==> config.mk <==
export PLATFORM = sky130hd
export DESIGN_NAME = param_sync_fifo
export DESIGN_NICKNAME = d
export VERILOG_FILES = /design/src/rtl/param_sync_fifo_pkg.sv /design/src/rtl/param_sync_fifo_mem.sv /design/src/rtl/param_sync_fifo.sv
export SDC_FILE = /design/constraint.sdc
export NUM_CORES = 1
export LEC_CHECK = 0
export CORE_UTILIZATION = 47
export DETAILED_ROUTE_END_ITERATION = 8
export HOLD_SLACK_MARGIN = 0.06
export PLACE_DENSITY = 0.74
export SLEW_MARGIN = 25
export SYNTH_ARGS = -nofsm -noshare
export SYNTH_HDL_FRONTEND = slang
export SYNTH_HIERARCHICAL = 1
export SYNTH_SLANG_ARGS = --single-unit
==> constraint.sdc <==
create_clock -name clk -period 2.2 [get_ports clk]
set_clock_uncertainty 0.15 [all_clocks]
set_input_delay 0.44 -clock clk [delete_from_list [all_inputs] [get_ports clk]]
set_output_delay 0.44 -clock clk [all_outputs]
set_load 0.02 [all_outputs]
==> src/rtl/param_sync_fifo_pkg.sv <==
// Shared definitions for param_sync_fifo: width helpers, the status-flag bundle
// and its reset value.
package param_sync_fifo_pkg;

    typedef struct packed {
        logic full;
        logic empty;
        logic almost_full;
        logic almost_empty;
    } fifo_flags_t;

    localparam logic RST_FULL         = 1'b0;
    localparam logic RST_EMPTY        = 1'b1;
    localparam logic RST_ALMOST_FULL  = 1'b0;
    localparam logic RST_ALMOST_EMPTY = 1'b1;

    localparam fifo_flags_t RST_FLAGS = '{
        full:         RST_FULL,
        empty:        RST_EMPTY,
        almost_full:  RST_ALMOST_FULL,
        almost_empty: RST_ALMOST_EMPTY
    };

    // Address width for DEPTH entries; at least one bit so DEPTH=2 still works.
    function automatic int unsigned ptr_width(input int unsigned depth);
        return (depth <= 2) ? 1 : $clog2(depth);
    endfunction

    // Occupancy width: must represent 0..DEPTH inclusive.
    function automatic int unsigned cnt_width(input int unsigned depth);
        return $clog2(depth + 1);
    endfunction

endpackage

==> src/rtl/param_sync_fifo_mem.sv <==
// WIDTH x DEPTH storage for param_sync_fifo: one synchronous write port,
// one asynchronous read port. Contents are never reset.
module param_sync_fifo_mem
    import param_sync_fifo_pkg::*;
#(
    parameter int unsigned WIDTH = 8,
    parameter int unsigned DEPTH = 4
) (
    input  logic                        clk,
    input  logic                        wr_en,
    input  logic [ptr_width(DEPTH)-1:0] wr_addr,
    input  logic [WIDTH-1:0]            wr_data,
    input  logic [ptr_width(DEPTH)-1:0] rd_addr,
    output logic [WIDTH-1:0]            rd_data
);

    logic [WIDTH-1:0] mem [DEPTH];

    always_ff @(posedge clk) begin
        if (wr_en) begin
            mem[wr_addr] <= wr_data;
        end
    end

    assign rd_data = mem[rd_addr];

endmodule

==> src/rtl/param_sync_fifo.sv <==
// Parameterised single-clock FIFO with occupancy count, threshold flags and
// error pulses. Define PARAM_SYNC_FIFO_FWFT_EN for first-word-fall-through reads.
module param_sync_fifo
    import param_sync_fifo_pkg::*;
#(
    parameter int unsigned WIDTH     = 8,
    parameter int unsigned DEPTH     = 4,
    parameter int unsigned AFULL_TH  = DEPTH - 1,
    parameter int unsigned AEMPTY_TH = 1
) (
    input  logic                        clk,
    input  logic                        rst,
    input  logic                        wr_en,
    input  logic                        data_in_vld,
    input  logic [WIDTH-1:0]            data_in,
    input  logic                        rd_en,
    output logic                        full,
    output logic                        empty,
    output logic                        almost_full,
    output logic                        almost_empty,
    output logic [cnt_width(DEPTH)-1:0] count,
    output logic [WIDTH-1:0]            rd_data,
    output logic                        data_out_vld,
    output logic                        overflow,
    output logic                        underflow
);

    localparam int unsigned PW = ptr_width(DEPTH);
    localparam int unsigned CW = cnt_width(DEPTH);

    logic [PW-1:0]    wr_ptr;
    logic [PW-1:0]    rd_ptr;
    logic [CW-1:0]    count_nxt;
    logic             wr_fifo;
    logic             rd_fifo;
    logic [WIDTH-1:0] mem_rd;
    fifo_flags_t      flags_q;
    fifo_flags_t      flags_d;

    function automatic logic [PW-1:0] ptr_inc(input logic [PW-1:0] p);
        return (p == PW'(DEPTH - 1)) ? '0 : p + PW'(1);
    endfunction

    assign wr_fifo = wr_en && data_in_vld && !flags_q.full;
    assign rd_fifo = rd_en && !flags_q.empty;

    always_comb begin
        count_nxt = count;
        case ({wr_fifo, rd_fifo})
            2'b10:   count_nxt = count + CW'(1);
            2'b01:   count_nxt = count - CW'(1);
            default: count_nxt = count;
        endcase
    end

    // Flags are registered from the next count, so they always equal the
    // decode of the registered count without a decode after the flop.
    always_comb begin
        flags_d              = RST_FLAGS;
        flags_d.full         = (count_nxt == CW'(DEPTH));
        flags_d.empty        = (count_nxt == '0);
        flags_d.almost_full  = (count_nxt >= CW'(AFULL_TH));
        flags_d.almost_empty = (count_nxt <= CW'(AEMPTY_TH));
    end

    always_ff @(posedge clk) begin
        if (rst) begin
            wr_ptr    <= '0;
            rd_ptr    <= '0;
            count     <= '0;
            flags_q   <= RST_FLAGS;
            overflow  <= 1'b0;
            underflow <= 1'b0;
        end else begin
            if (wr_fifo) begin
                wr_ptr <= ptr_inc(wr_ptr);
            end
            if (rd_fifo) begin
                rd_ptr <= ptr_inc(rd_ptr);
            end
            count     <= count_nxt;
            flags_q   <= flags_d;
            overflow  <= wr_en && data_in_vld && flags_q.full;
            underflow <= rd_en && flags_q.empty;
        end
    end

    assign full         = flags_q.full;
    assign empty        = flags_q.empty;
    assign almost_full  = flags_q.almost_full;
    assign almost_empty = flags_q.almost_empty;

    param_sync_fifo_mem #(
        .WIDTH (WIDTH),
        .DEPTH (DEPTH)
    ) u_mem (
        .clk     (clk),
        .wr_en   (wr_fifo),
        .wr_addr (wr_ptr),
        .wr_data (data_in),
        .rd_addr (rd_ptr),
        .rd_data (mem_rd)
    );

`ifdef PARAM_SYNC_FIFO_FWFT_EN
    // Head entry is always presented; rd_en only acknowledges it.
    assign rd_data      = mem_rd;
    assign data_out_vld = !flags_q.empty;
`else
    always_ff @(posedge clk) begin
        if (rst) begin
            rd_data      <= '0;
            data_out_vld <= 1'b0;
        end else begin
            data_out_vld <= rd_fifo;
            if (rd_fifo) begin
                rd_data <= mem_rd;
            end
        end
    end
`endif

endmodule

==> impl_metrics.csv <==
group,metric,value,unit
yosys,syn-cell-area,2040,sq um
critical_path,cp-start-kind,"register",
place,place_ws,-450,ps
cells_and_area,nNetsFinal,205,
routing,initialDrtViolationCount,92,
sta,hold_viol_final,0,
yosys,netlist_instances,139,
cells_and_area,antenna_cells,0,
hold_path,min_path_type,"register to register",
pwr,internal_power,1700,uW
clock_network,cts_sinks,54,
critical_path,crit_chain,"nand3b_1 > ha_4 > fa_2 > xnor2_2 > buf_4 > o21ba_2 > nor4_1",
yosys,yosys.area.top_type,"edfxtp_1",
pwr,netSwitchingFraction,28.4,%
floorplanning,start_util,50.0,%
critical_path,crit_type,"register to register",
pwr,clkPwrFrac,22.9,%
yosys,synth_cell_types,29,
cells_and_area,drive_gt1_share,23.8,%
critical_path,max_stage_delay,360,ps
yosys,synthSimpleGateAreaFrac,10.5,%
floorplanning,rows,23,
floorplanning,core_area,4090,sq um
clock_network,cts.path.max_buffers,2,
yosys,syn_area_per_cell,14.7,sq um
cells_and_area,multiInputGateArea,623,sq um
pwr,p_leak,0.000947,uW
yosys,synth_xor_area_share,0.857,%
routing,dr.pass1.iters,4,
clock_network,clk_latency,300,ps
place,place_area,2520,sq um
sta,layout_setup_ws,103,ps
cells_and_area,final-seq-area,1400,sq um
routing,wl,3710,um
yosys,synth_mux_area_share,10.3,%
sta,slew_headroom,68.3,%
cells_and_area,nFillCells,305,
routing,num_vias,1264,
critical_path,cp-endpoint,"empty",
critical_path,crit_cells,7,
yosys,synth_top_family_by_area,"simple AND/OR/NAND/NOR gates",
sta,tightest_slew,475,ps
critical_path,required,2260,ps
critical_path,crit_buf_inv,1,
cells_and_area,area_growth,29.7,%
place,portBuffers,30,
yosys,synthTopCellsByArea,"edfxtp_1, dfxtp_1, mux4_2",
routing,avgRoutedWirePerCell,15.5,um
floorplanning,boundaryPins,31,
critical_path,path_max_fanout,3,
sta,drv_slew,0,
pwr,switchingPower,673,uW
place,gp_congestion,0.776,
grt,first_global_vias,1238,
routing,drc_errors,0,
critical_path,worstRegToRegCells,7,
clock_network,h-tree-depth,2,
pwr,ir_worst_vdd,0.488,mV
grt,overflow,0,
sta,min_period_over_period,95.3,%
pwr,pwr-share-seq,51.0,%
yosys,synth_compound_area_share,4.41,%
critical_path,crit_family,"adder cells",
yosys,yosysWarnings,6,
pwr,p_per_area,896,nW/um^2
yosys,seq_area_frac_synth,68.6,%
critical_path,worstSetupEndpointType,"register",
cells_and_area,final_cell_mix,"edfxtp_1, clkdlybuf4s50_1, nand2_1, dfxtp_1, buf_4",
outcome,status,"complete, no violations",
clock_network,cts_tree,"yes",
sta,fmax,0.477,GHz
yosys,ys_ff_latch,54,
critical_path,r2r_end,"empty",
critical_path,cp_slowest_cell,"fa_2",
place,dp.cells,227,
clock_network,cts_made_buffers,5,
clock_network,cts-root-buf,"clkbuf_8",
yosys,syn_nets,156,
critical_path,arrival,2160,ps
floorplanning,die_width,67.9,um
pwr,pwr-share-comb,26.1,%
routing,antenna_left,0,
grt,antenna_found_initial,0,
sta,rsz0062_at_grt,"no",
run,maxCapViolations,0,
grt,track_usage,18.4,%
clock_network,clk_transition_reported_paths,90,ps
cells_and_area,design_area,2650,sq um
cells_and_area,final_common_cell,"edfxtp_1",
sta,fin_crit,2100,ps
routing,via_per_inst,5.29,
place,post-dp-hpwl,2640,um
yosys,synthDominantCellAreaShare,47.0,%
sta,setup_viol,0,
critical_path,rrSetupSlack,100,ps
critical_path,worstReg2RegStart,"full",
cells_and_area,final_cells,239,
floorplanning,die-area,4620,sq um
grt,grt_pass1_wl,5900,um
floorplanning,fp.dieH,67.9,um
hold_path,hold_path_depth,2,
yosys,synth_fa_ha_area_share,2.82,%
grt,grt_max_degree,18,
critical_path,crit_start,"full",
==> Yosys cell counts <==
cell / instances
xor2_1: 1
nor3_1: 1
mux4_2: 8
ha_1: 3
nand2_1: 22
buf_2: 2
clkbuf_2: 1
or3_1: 1
inv_1: 2
edfxtp_1: 32
and3_1: 1
o21ba_2: 1
a21oi_2: 1
nor2_1: 8
dfxtp_1: 22
nand3b_1: 1
nor4_1: 2
xnor2_1: 1
nand2b_1: 2
mux2i_1: 3
clkbuf_1: 2
o311ai_0: 1
fa_1: 1
nor3b_1: 3
and3b_1: 2
o21bai_1: 1
buf_6: 2
or4_4: 1
a21oi_1: 11
==> worst min-delay path, stage by stage (launching register included) <==
cell	delay [ps]
dfxtp_2	330
nand2_1	60
nor2_1	30
==> cell type report <==
cell class,instances,area share (%)
multi-input combinational,76,23.5
clock inverter,3,0.755
sequential,54,53.0
timing repair buffer,49,17.5
clock buffer,5,2.60
tap,50,2.36
inverter,2,0.283
==> power by group through the flow <==
stage | Sequential [uW] | Combinational (uW) | Clock (uW)
floorplan | 1300 | 285 | 0
global placement | 1230 | 576 | 0
detailed placement | 1240 | 596 | 0
CTS | 1210 | 621 | 561
global route | 1220 | 673 | 599
finish | 1210 | 621 | 543
==> through the flow <==
step	setup TNS (ps)	utilization [%]	total power, uW	hold slack [ps]
detailed placement	-2140	61.7	1830	290
global placement	-1530	61.7	1800	289
global route	0	64.9	2490	327
CTS	0	64.5	2390	303
finish	0	64.9	2370	302
floorplan	0	-	1590	302
==> worst min-delay path by stage <==
stage / startpoint / to / slack, ps
after floorplan: rd_ptr[1] / rd_ptr[1] / 300
after global placement: empty / underflow / 290
after detailed placement: empty / underflow / 290
after CTS: empty / underflow / 300
after global routing: rd_data[2] / rd_data[2] / 330
final: empty / underflow / 300
==> registers in the layout, indices dropped and copies added, names as in the netlist <==
name / flops
full: 1
wr_ptr: 2
u_mem/mem: 32
rd_ptr: 2
overflow: 1
almost_full: 1
empty: 1
rd_data: 8
data_out_vld: 1
underflow: 1
almost_empty: 1
count: 3
==> cells by family after synthesis <==
family | Yosys count
flip-flops | 54
AO/OA/AOI/OAI | 15
XOR/XNOR | 2
multiplexers | 11
buffers and inverters | 9
AND/OR/NAND/NOR | 44
adder cells (fa/ha/maj) | 4
==> metal layers <==
layer	up-vias	part of all wire, %	global-route usage, %
met3	2	3.7	5.00
met1	625	42	20.5
met2	33	54	34.2
li1	604	-	-
met4	0	0.22	4.69
met5	-	0	0
==> repair_timing <==
| item | 4_1_cts | 5_1_grt |
|---|---|---|
| hold buffers | 0 | 0 |
| gates resized for setup | 6 | 2 |
| endpoints found under the setup margin | 4 | 4 |
| pin swaps | 6 | 3 |
| setup buffers | 3 | 1 |
Note: power is estimated with default switching activity, not from simulation.
